`src/rtl/network_sink_packer_pkg.sv`:
```
// -----------------------------------------------------------------------------
// sink_config
// Shared configuration for the network sink packer.
//   NET_NUM_OUT        : width of the network output vector
//   SNK_WIDTH_DEFAULT  : default width of one output beat
//   NUM_BEATS          : beats per vector for the default configuration
//   BEAT_CNT_W         : beat-counter width for the default configuration
// The helper functions let a parameterised instance derive its own beat
// count and counter width from its actual SNK_WIDTH / NET_NUM_OUT.
// -----------------------------------------------------------------------------
package sink_config;

    localparam int NET_NUM_OUT       = 10;
    localparam int SNK_WIDTH_DEFAULT = 8;

    // ceil(net_bits / beat_bits)
    function automatic int calc_num_beats(input int net_bits, input int beat_bits);
        return (net_bits + beat_bits - 1) / beat_bits;
    endfunction

    // A single-beat configuration still gets a 1-bit counter (held at 0).
    function automatic int calc_cnt_width(input int beats);
        return (beats <= 1) ? 1 : $clog2(beats);
    endfunction

    localparam int NUM_BEATS  = calc_num_beats(NET_NUM_OUT, SNK_WIDTH_DEFAULT);
    localparam int BEAT_CNT_W = calc_cnt_width(NUM_BEATS);

endpackage

```
`src/rtl/network_sink_packer_fifo.sv`:
```
// -----------------------------------------------------------------------------
// sink_vector_fifo
// Small vector FIFO used by network_sink_packer when SNK_FIFO_EN is defined.
//   clk, arst  : clock, asynchronous active-high reset
//   push       : write push_data (ignored while ready is low)
//   push_data  : vector to store
//   pop        : drop the head entry (ignored while empty)
//   head       : current head entry (valid while not_empty)
//   not_empty  : at least one entry stored
//   ready      : registered (count < DEPTH); a pop in the same cycle does
//                not make room for a push in that cycle
// -----------------------------------------------------------------------------
module sink_vector_fifo #(
    parameter int WIDTH = 10,
    parameter int DEPTH = 4
) (
    input  logic             clk,
    input  logic             arst,
    input  logic             push,
    input  logic [WIDTH-1:0] push_data,
    input  logic             pop,
    output logic [WIDTH-1:0] head,
    output logic             not_empty,
    output logic             ready
);
    import sink_config::*;

    localparam int PW    = calc_cnt_width(DEPTH);
    localparam int CNT_W = PW + 1;

    logic [WIDTH-1:0] mem [DEPTH];
    logic [PW-1:0]    wr_ptr_q, wr_ptr_d;
    logic [PW-1:0]    rd_ptr_q, rd_ptr_d;
    logic [CNT_W-1:0] count_q, count_d;
    logic             ready_q, ready_d;
    logic             do_push, do_pop;

    assign do_push   = push && ready_q;
    assign do_pop    = pop && (count_q != '0);
    assign head      = mem[rd_ptr_q];
    assign not_empty = (count_q != '0);
    assign ready     = ready_q;

    always_comb begin
        wr_ptr_d = wr_ptr_q;
        rd_ptr_d = rd_ptr_q;
        count_d  = count_q;
        // Power-of-two depth: pointers wrap by natural overflow.
        if (do_push) wr_ptr_d = wr_ptr_q + PW'(1);
        if (do_pop)  rd_ptr_d = rd_ptr_q + PW'(1);
        case ({do_push, do_pop})
            2'b10:   count_d = count_q + CNT_W'(1);
            2'b01:   count_d = count_q - CNT_W'(1);
            default: count_d = count_q;
        endcase
        ready_d = (count_d < CNT_W'(DEPTH));
    end

    always_ff @(posedge clk or posedge arst) begin
        if (arst) begin
            wr_ptr_q <= '0;
            rd_ptr_q <= '0;
            count_q  <= '0;
            ready_q  <= 1'b0;
        end else begin
            wr_ptr_q <= wr_ptr_d;
            rd_ptr_q <= rd_ptr_d;
            count_q  <= count_d;
            ready_q  <= ready_d;
        end
    end

    // Storage carries no reset; count/pointers define which entries are live.
    always_ff @(posedge clk) begin
        if (do_push) mem[wr_ptr_q] <= push_data;
    end

endmodule

```
`src/rtl/network_sink_packer.sv`:
```
// -----------------------------------------------------------------------------
// network_sink_packer
// Accepts NET_NUM_OUT-bit network vectors and serialises each one into
// ceil(NET_NUM_OUT/SNK_WIDTH) beats. Within a beat the lowest vector bit
// lands in the MSB; the final beat is zero padded.
//   clk        : clock
//   arst       : asynchronous active-high reset
//   net_valid  : vector on net_out is valid
//   net_ready  : packer accepts a vector this cycle
//   net_out    : network output vector
//   snk_ready  : downstream accepts the current beat
//   snk_valid  : beat on snk is valid
//   snk        : packed beat
//   snk_last   : current beat is the last of its vector
// Build option: define SNK_FIFO_EN to buffer FIFO_DEPTH vectors in
// sink_vector_fifo; otherwise a single holding register is used.
// -----------------------------------------------------------------------------
module network_sink_packer #(
    parameter int NET_NUM_OUT = sink_config::NET_NUM_OUT,
    parameter int SNK_WIDTH   = sink_config::SNK_WIDTH_DEFAULT,
    parameter int FIFO_DEPTH  = 4
) (
    input  logic                   clk,
    input  logic                   arst,
    input  logic                   net_valid,
    output logic                   net_ready,
    input  logic [NET_NUM_OUT-1:0] net_out,
    input  logic                   snk_ready,
    output logic                   snk_valid,
    output logic [SNK_WIDTH-1:0]   snk,
    output logic                   snk_last
);
    import sink_config::*;

    localparam int NB    = calc_num_beats(NET_NUM_OUT, SNK_WIDTH);
    localparam int CW    = calc_cnt_width(NB);
    localparam int PAD_W = NB * SNK_WIDTH;
    localparam logic [CW-1:0] LAST_CNT = CW'(NB - 1);

    // Configuration sanity check at elaboration.
    if (SNK_WIDTH < 1 || SNK_WIDTH > NET_NUM_OUT || FIFO_DEPTH < 2 ||
        (FIFO_DEPTH & (FIFO_DEPTH - 1)) != 0) begin : g_bad_config
        $error("network_sink_packer: illegal SNK_WIDTH or FIFO_DEPTH");
    end

    logic [NET_NUM_OUT-1:0] vec_cur;     // vector currently being serialised
    logic [PAD_W-1:0]       vec_pad;
    logic [SNK_WIDTH-1:0]   beat_raw;
    logic [SNK_WIDTH-1:0]   beat_rev;
    logic [CW-1:0]          cnt_q, cnt_d;
    logic                   beat_xfer, last_beat, last_xfer;

    // ---------------- beat selection ----------------
    if (PAD_W == NET_NUM_OUT) begin : g_no_pad
        assign vec_pad = vec_cur;
    end else begin : g_pad
        assign vec_pad = {{(PAD_W - NET_NUM_OUT){1'b0}}, vec_cur};
    end

    assign beat_raw = vec_pad[int'(cnt_q) * SNK_WIDTH +: SNK_WIDTH];

    // Vector bit k*W+j goes to beat bit W-1-j.
    for (genvar gi = 0; gi < SNK_WIDTH; gi++) begin : g_rev
        assign beat_rev[SNK_WIDTH - 1 - gi] = beat_raw[gi];
    end

    // Gate with valid so snk reads zero while idle or in reset.
    assign snk      = snk_valid ? beat_rev : '0;
    assign snk_last = snk_valid && last_beat;

    // ---------------- beat counter ----------------
    always_comb begin
        beat_xfer = snk_valid && snk_ready;
        last_beat = (cnt_q == LAST_CNT);
        last_xfer = beat_xfer && last_beat;
        cnt_d     = cnt_q;
        if (beat_xfer) cnt_d = last_beat ? '0 : cnt_q + CW'(1);
    end

    always_ff @(posedge clk or posedge arst) begin
        if (arst) cnt_q <= '0;
        else      cnt_q <= cnt_d;
    end

`ifdef SNK_FIFO_EN
    // ---------------- FIFO-buffered storage ----------------
    logic                   fifo_ready;
    logic                   fifo_not_empty;
    logic [NET_NUM_OUT-1:0] fifo_head;

    sink_vector_fifo #(
        .WIDTH (NET_NUM_OUT),
        .DEPTH (FIFO_DEPTH)
    ) u_fifo (
        .clk       (clk),
        .arst      (arst),
        .push      (net_valid && fifo_ready),
        .push_data (net_out),
        .pop       (last_xfer),
        .head      (fifo_head),
        .not_empty (fifo_not_empty),
        .ready     (fifo_ready)
    );

    assign net_ready = fifo_ready;
    assign snk_valid = fifo_not_empty;
    assign vec_cur   = fifo_head;
`else
    // ---------------- single holding register ----------------
    logic [NET_NUM_OUT-1:0] vec_q, vec_d;
    logic                   full_q, full_d;
    logic                   rdy_en_q, rdy_en_d;   // low until first edge after reset
    logic                   accept;

    // Refill in the same cycle the last beat leaves: no bubble between vectors.
    assign net_ready = rdy_en_q && (!full_q || last_xfer);
    assign accept    = net_valid && net_ready;
    assign snk_valid = full_q;
    assign vec_cur   = vec_q;

    always_comb begin
        vec_d    = vec_q;
        full_d   = full_q;
        rdy_en_d = 1'b1;
        if (accept) begin
            vec_d  = net_out;
            full_d = 1'b1;
        end else if (last_xfer) begin
            full_d = 1'b0;
        end
    end

    always_ff @(posedge clk or posedge arst) begin
        if (arst) begin
            vec_q    <= '0;
            full_q   <= 1'b0;
            rdy_en_q <= 1'b0;
        end else begin
            vec_q    <= vec_d;
            full_q   <= full_d;
            rdy_en_q <= rdy_en_d;
        end
    end
`endif

endmodule

```
`config.mk`:
```
export PLATFORM = sky130hd
export DESIGN_NAME = network_sink_packer
export DESIGN_NICKNAME = d
export VERILOG_FILES = /design/src/rtl/network_sink_packer_pkg.sv /design/src/rtl/network_sink_packer_fifo.sv /design/src/rtl/network_sink_packer.sv
export SDC_FILE = /design/constraint.sdc
export NUM_CORES = 1
export LEC_CHECK = 0
export CORE_MARGIN = 2
export CORE_UTILIZATION = 25
export CTS_CLUSTER_DIAMETER = 80
export DETAILED_ROUTE_END_ITERATION = 7
export HOLD_SLACK_MARGIN = 0.08
export SLEW_MARGIN = 15
export SYNTH_ARGS = -nofsm -noshare
export SYNTH_HDL_FRONTEND = slang
export SYNTH_SLANG_ARGS = --single-unit
```
`constraint.sdc`:
```
create_clock -name clk -period 1.6 [get_ports clk]
set_input_delay 0.32 -clock clk [delete_from_list [all_inputs] [get_ports clk]]
set_output_delay 0.32 -clock clk [all_outputs]
set_load 0.05 [all_outputs]
```
**Word level (Yosys, flattened, before mapping)**

Index checks and enable logic that the tools add are counted.

- Bits in registers: 13
- Word-level logic and storage cells: 18
- Output and inout port bits: 11
- Bits of input ports: 14

- Shift-type cells: 1
- Multiplexer cells: 4
- Add/sub/neg operators: 1
- Reduce and logical (&&, ||, !) cells: 8

Operator list:

| operator | count |
|---|---|
| 16-bit by 5-bit variable part select with 8-bit output | 1 |
| 8-bit 2-to-1 mux | 1 |
| 1-bit logical AND | 5 |
| 1-bit 2-to-1 mux | 3 |
| 2-bit nonzero test | 1 |
| 1-bit adder (second input constant) | 1 |
| 1-bit logical NOT | 1 |
| 1-bit logical OR | 1 |

**Depth between registers and ports, before layout**

Gate-level depths: netlist of the first run.

- Depth after elaboration: 6
- Depth in mapped cells: 4

**Worst setup path after synthesis of the first run**

Ideal clock, no wire load.

- Path kind: register to output
- Start: register full_q, in the netlist snk_valid
- End: output port snk[6]
- Buffers on the path: 0
- Arrival time: 1.510 ns
- Stages on the path, launching flop included: 2
- Path slack: -0.230 ns
- Cell sequence: dfrtp_1 nor2b_1

- Word-level cells in the longest chain between the ends: 1

Ends and longest elaborated chain:

| item | line | RTL |
|---|---|---|
| start, declared | network_sink_packer.sv:111 | `logic full_q, full_d;` |
| start signal, assigned | network_sink_packer.sv:140 | `full_q <= full_d;` |
| 8-bit 2-to-1 mux | network_sink_packer.sv:68 | `assign snk = snk_valid ? beat_rev : '0;` |
| end, declared | network_sink_packer.sv:30 | `output logic [SNK_WIDTH-1:0] snk,` |

Every way passes these cells.

**Worst setup path in the final report of the first run**

- Start: register cnt_q
- End: output port snk[6]

- Word-level cells in the longest chain between the ends: 2

Ends and longest elaborated chain:

| item | line | RTL |
|---|---|---|
| start, declared | network_sink_packer.sv:50 | `logic [CW-1:0] cnt_q, cnt_d;` |
| start signal, assigned | network_sink_packer.sv:82 | `else cnt_q <= cnt_d;` |
| 16-bit by 5-bit variable part select with 8-bit output | network_sink_packer.sv:60 | `assign beat_raw = vec_pad[int'(cnt_q) * SNK_WIDTH +: SNK_WIDTH];` |
| 8-bit 2-to-1 mux | network_sink_packer.sv:68 |  |

Every way passes these cells.

==> results of run 1 <==
[power groups by stage]
stage,combinational [mW],sequential (mW),clock [mW]
6_report,1.44,0.564,0.191
2_1_floorplan,0.736,0.570,0
3_5_place_dp,1.35,0.577,0
5_1_grt,1.51,0.587,0.222
4_1_cts,1.43,0.574,0.208
3_3_place_gp,1.34,0.572,0
[area by class of cell]
| type | count | area, sq um |
|---|---|---|
| sequential | 13 | 328 |
| timing repair buffer | 29 | 399 |
| tap | 28 | 35.0 |
| fill | 226 | 1160 |
| inverter | 1 | 3.75 |
| clock buffer | 4 | 26.3 |
| multi-input combinational | 31 | 283 |
[kinds of logic after synthesis]
family                    synth area share
xor gates and xnor gates            0.0146
muxes                                0.221
buffers and inverters               0.0250
DFF                                  0.542
and+or+nand+nor                      0.165
other                              0.00624
AOI/OAI and AO/OA                   0.0271
[metal layers]
metal | share of wire | wire length, um | up-vias | track usage
li1 | - | - | 213 | -
met1 | 0.40 | 452 | 199 | 0.120
met2 | 0.51 | 575 | 16 | 0.150
met3 | 0.086 | 97 | 2 | 0.0226
met4 | 0.0053 | 6 | 0 | 0.0513
met5 | 0 | 0 | - | 0
[stage by stage]
step	cells	utilization	setup slack, ns	hold slack (ns)	area [sq um]
after floorplan	46	-	0.0712	0.197	607
after detailed placement	100	0.455	-0.109	0.491	1020
after CTS	105	0.477	-0.0450	0.380	1060
after global placement	100	0.455	-0.0826	0.482	1020
final	106	0.481	-0.0193	0.372	1070
after global routing	106	0.481	-0.0797	0.451	1070
[path summary, 6_finish.rpt]
path,depth (start not counted),slack [ns],from,to
min,2,0.37,arst,rdy_en_q
max reg2reg,4,0.30,snk_valid,vec_cur[3]
max in group asynchronous,2,0.87,arst,cnt_q
max,4,-0.02,cnt_q,snk[6]
min reg2reg,1,0.51,vec_cur[0],vec_cur[0]
min in group clk,1,0.51,vec_cur[0],vec_cur[0]
[repair_timing]
item / CTS / global route
setup endpoints to repair: 8 / 9
pin swaps: 4 / 4
resized for setup: 8 / 1
buffers inserted: 1 / 1
[state kept, by name, indices dropped and copies added (netlist names)]
name       count
rdy_en_q       1
vec_cur       10
snk_valid      1
cnt_q          1
[worst max-delay path, stage by stage (launching register included)]
cell and delay, ns:
dfrtp_2 0.44, buf_4 0.15, mux2i_1 0.12, nor2b_2 0.17
buf_12 0.16
[layout by cell type, fill, tap and decap left out]
cell type	count
buf_12	12
nand2_4	1
a21oi_4	1
and2_4	7
clkdlybuf4s50_1	12
dfrtp_2	2
and2_2	1
clkbuf_1	1
xnor2_1	1
buf_4	4
nor2b_2	2
mux2_2	10
dfrtp_1	11
inv_1	1
clkbuf_4	3
nand2_1	4
dlygate4sd2_1	1
conb_1	1
and2b_2	1
mux2i_1	2
==> flow_summary.json, run 1 <==
{
  "outcome": "complete, but fails checks",
  "violations": "negative setup slack",
  "p_leak_nw": 0.467,
  "endpoint_kind": "output pin",
  "timing.fmax_ghz": 0.618,
  "cts_max_level": 1,
  "cts-root-buf": "clkbuf_4",
  "drc": 0,
  "ys_warn_count": 0,
  "synth_area_sq_um": 601,
  "p_seq_frac": 0.257,
  "fin_worst_skew_ns": 0.00122,
  "grt_use_total": 0.0953,
  "internal-power_mw": 1.34,
  "numCtsBuffers": 3,
  "clkPwrFrac": 0.087,
  "power_frac_comb": 0.656,
  "async_reset_ff_frac": 1.00,
  "synth.distinct_cells": 14,
  "io_pins": 25,
  "clk_path_buf_depth": 2,
  "ys_seq_area_frac": 0.542,
  "viasPerCell": 4.06,
  "fin_ws_ns": -0.0193,
  "path_clk_slew_ns": 0.07,
  "die_w_um": 53.0,
  "p_total_mw": 2.20,
  "syn_inst": 46,
  "crit_fanout": 4,
  "crit_path_start_kind": "flop",
  "num_vias": 430,
  "fp.dieH_um": 53.0,
  "nNetsFinal": 93,
  "syn-num-nets": 60,
  "rows": 17,
  "cts.sinks": 13,
  "synth_top_cell_by_area": "dfrtp_1",
  "first_global_vias": 469,
  "syn2layout_area_growth_pct": 79.0,
  "tns_ns": -0.103,
  "report.final.slew_viol_count": 0,
  "gp_congestion": 0.613,
  "hp-class": "input pin to asynchronous set/reset pin",
  "drt-initial-drc-count": 0,
  "antenna_found_initial": 0,
  "dr.pass1.iters": 1,
  "p_sw_uw": 854,
  "power_density_mw_per_mm2": 2040,
  "initial_utilization": 0.269,
  "drt_wl_total_um": 1130,
  "hold_buffers": 0,
  "drtAntennaViolNets": 0,
  "diodes": 0,
  "dieArea_sq_mm": 0.00281,
  "rsz0062_at_grt": "true",
  "grt_max_degree": 14,
  "synthFlopType": "dfrtp_1",
  "ys_seq_elements": 13,
  "fp.coreArea_sq_mm": 0.00223,
  "worstSetupPathType": "flop to output pin",
  "grt_first_pass_wirelength_um": 1870,
  "fin_crit_sh": 1.01,
  "postSynthAreaPerCell_sq_um": 13.1,
  "wl_per_cell_um": 10.7,
  "overflow": 0,
  "numPortBuffers": 24,
  "min_period_ns": 1.62,
  "synthTopCellsByCount": "dfrtp_1 (13), mux2_2 (10), and2_1 (7), nand2_1 (4)",
  "cts_tree": "built",
  "clk_latency_ns": 0.26,
  "synth_most_common_cell": "dfrtp_1",
  "synth_top_area_frac": 0.542,
  "critPathArrivalTime_ns": 1.30,
  "synth_area_leaders": "dfrtp_1 (54%), mux2_2 (19%), and2_1 (7.3%)",
  "drive_gt1_frac": 0.564,
  "vdd_drop_max_mv": 0.901,
  "cap_viol_max_count": 0,
  "power.share.switching": 0.389,
  "final-hold-violation-count": 0,
  "synth_edf_count": 0,
  "finalSetupViolCount": 7,
  "crit_required_ns": 1.28
}
Note: power is estimated with default switching activity, not from simulation.
==> run 2, diff against run 1 <==
--- a/config.mk
+++ b/config.mk
@@ -7,6 +7,7 @@
 export LEC_CHECK = 0
 export CORE_MARGIN = 2
 export CORE_UTILIZATION = 25
+export CTS_BUF_LIST = sky130_fd_sc_hd__clkbuf_8 sky130_fd_sc_hd__clkbuf_16
 export CTS_CLUSTER_DIAMETER = 80
 export DETAILED_ROUTE_END_ITERATION = 7
 export HOLD_SLACK_MARGIN = 0.08
==> flow_summary.json, run 2 (synthesis gave the netlist of run 1 again) <==
{
  "power_density_mw_per_mm2": 2070,
  "syn2layout_area_growth_pct": 80.8,
  "crit_required_ns": 1.28,
  "drc": 0,
  "endpoint_kind": "output pin",
  "hp-class": "input pin to asynchronous set/reset pin",
  "placed_area_sq_mm": 0.00102,
  "p_leak_nw": 0.473,
  "crit_fanout": 6,
  "dr.pass1.iters": 2,
  "nNetsFinal": 93,
  "min_period_ns": 1.58,
  "wl_per_cell_um": 10.8,
  "final_cell_mix": "clkdlybuf4s50_1 (12), buf_12 (12), dfrtp_1 (11)",
  "cts.sinks": 13,
  "io_pins": 25,
  "drt_wl_total_um": 1140,
  "die_w_um": 53.0,
  "path_cells": "and2b_2 > and2_1 > buf_12",
  "grt_first_pass_wirelength_um": 1930,
  "critical_path.max_stage_delay_ns": 0.41,
  "rows": 17,
  "largest_reg_flops": 10,
  "cts_max_level": 1,
  "numCtsBuffers": 3,
  "crit_path_start_kind": "flop",
  "initial_utilization": 0.269,
  "first_global_vias": 476,
  "worstSetupPathType": "flop to output pin",
  "cap_viol_max_count": 0,
  "grt_max_degree": 14,
  "p_total_mw": 2.25,
  "clk_path_buf_depth": 2,
  "fp.dieH_um": 53.0,
  "num_vias": 440,
  "viasPerCell": 4.15,
  "timing.fmax_ghz": 0.635,
  "fin_ws_ns": 0.0242,
  "drtAntennaViolNets": 0,
  "reg2reg_slack_ns": 0.29,
  "outcome": "complete, no violations",
  "place_ws_ns": -0.109,
  "final-hold-violation-count": 0,
  "drive_gt1_frac": 0.526,
  "finalSetupViolCount": 0,
  "path_clk_slew_ns": 0.05,
  "rsz0062_at_grt": "true",
  "slowest_stage": "dfrtp_2",
  "stdcell_area_sq_mm": 0.00109,
  "dieArea_sq_mm": 0.00281,
  "vdd_drop_max_mv": 0.950,
  "cts_tree": "built",
  "fin_worst_skew_ns": 0.000781,
  "critPathArrivalTime_ns": 1.26,
  "clk_latency_ns": 0.23,
  "hold_buffers": 0,
  "grt_use_total": 0.0977,
  "drt-initial-drc-count": 1,
  "diodes": 0,
  "report.final.slew_viol_count": 0,
  "fp.coreArea_sq_mm": 0.00223,
  "overflow": 0,
  "fin_crit_sh": 0.985,
  "cts-root-buf": "clkbuf_8",
  "numPortBuffers": 24,
  "antenna_found_initial": 0,
  "gp_congestion": 0.613,
  "tns_ns": 0
}
-- run 2: per-stage QoR --
step / hold slack [ns] / util / cells
after floorplan: 0.197 / - / 46
after global placement: 0.482 / 0.455 / 100
after CTS: 0.421 / 0.484 / 106
after detailed placement: 0.491 / 0.455 / 100
after global routing: 0.495 / 0.486 / 106
final: 0.409 / 0.486 / 106
-- run 2: routing by layer --
metal  routed length [um]  GRT usage
met5                    0          0
met4                    6     0.0513
met3                   95     0.0226
met2                  580      0.158
met1                  458      0.120
-- run 2: report_power, final --
group	internal, mW	switching, mW	leakage [nW]
Combinational	0.740	0.685	0.296
Sequential	0.479	0.0709	0.150
Clock	0.168	0.104	0.0269
Total	1.39	0.860	0.473
-- run 2: worst max-delay path: cells and delay by family (launching register included) --
kind                   cells  cell delay (ns)
and+or+nand+nor            2             0.47
DFF                        1             0.41
buffers and inverters      1             0.15
-- run 2: final timing paths --
path | start | to | depth (start not counted)
max | cnt_q | snk[5] | 3
min | arst | rdy_en_q | 2
max reg2reg | cnt_q | vec_cur[3] | 5
min reg2reg | vec_cur[4] | vec_cur[4] | 1
max in group asynchronous | arst | cnt_q | 2
min in group clk | vec_cur[4] | vec_cur[4] | 1
-- run 2: area by class of cell --
type / count / area (sq um)
Timing Repair Buffer: 29 / 399
Sequential cell: 13 / 328
Tap cell: 28 / 35.0
Fill cell: 221 / 1150
Inverter: 1 / 3.75
Clock buffer: 3 / 41.3
Clock inverter: 1 / 3.75
Multi-Input combinational cell: 31 / 275
-- run 2: timing repair --
item / in CTS / in global routing
gates resized for setup: 4 / 2
setup buffers: 2 / 0
endpoints found under the setup margin: 8 / 5
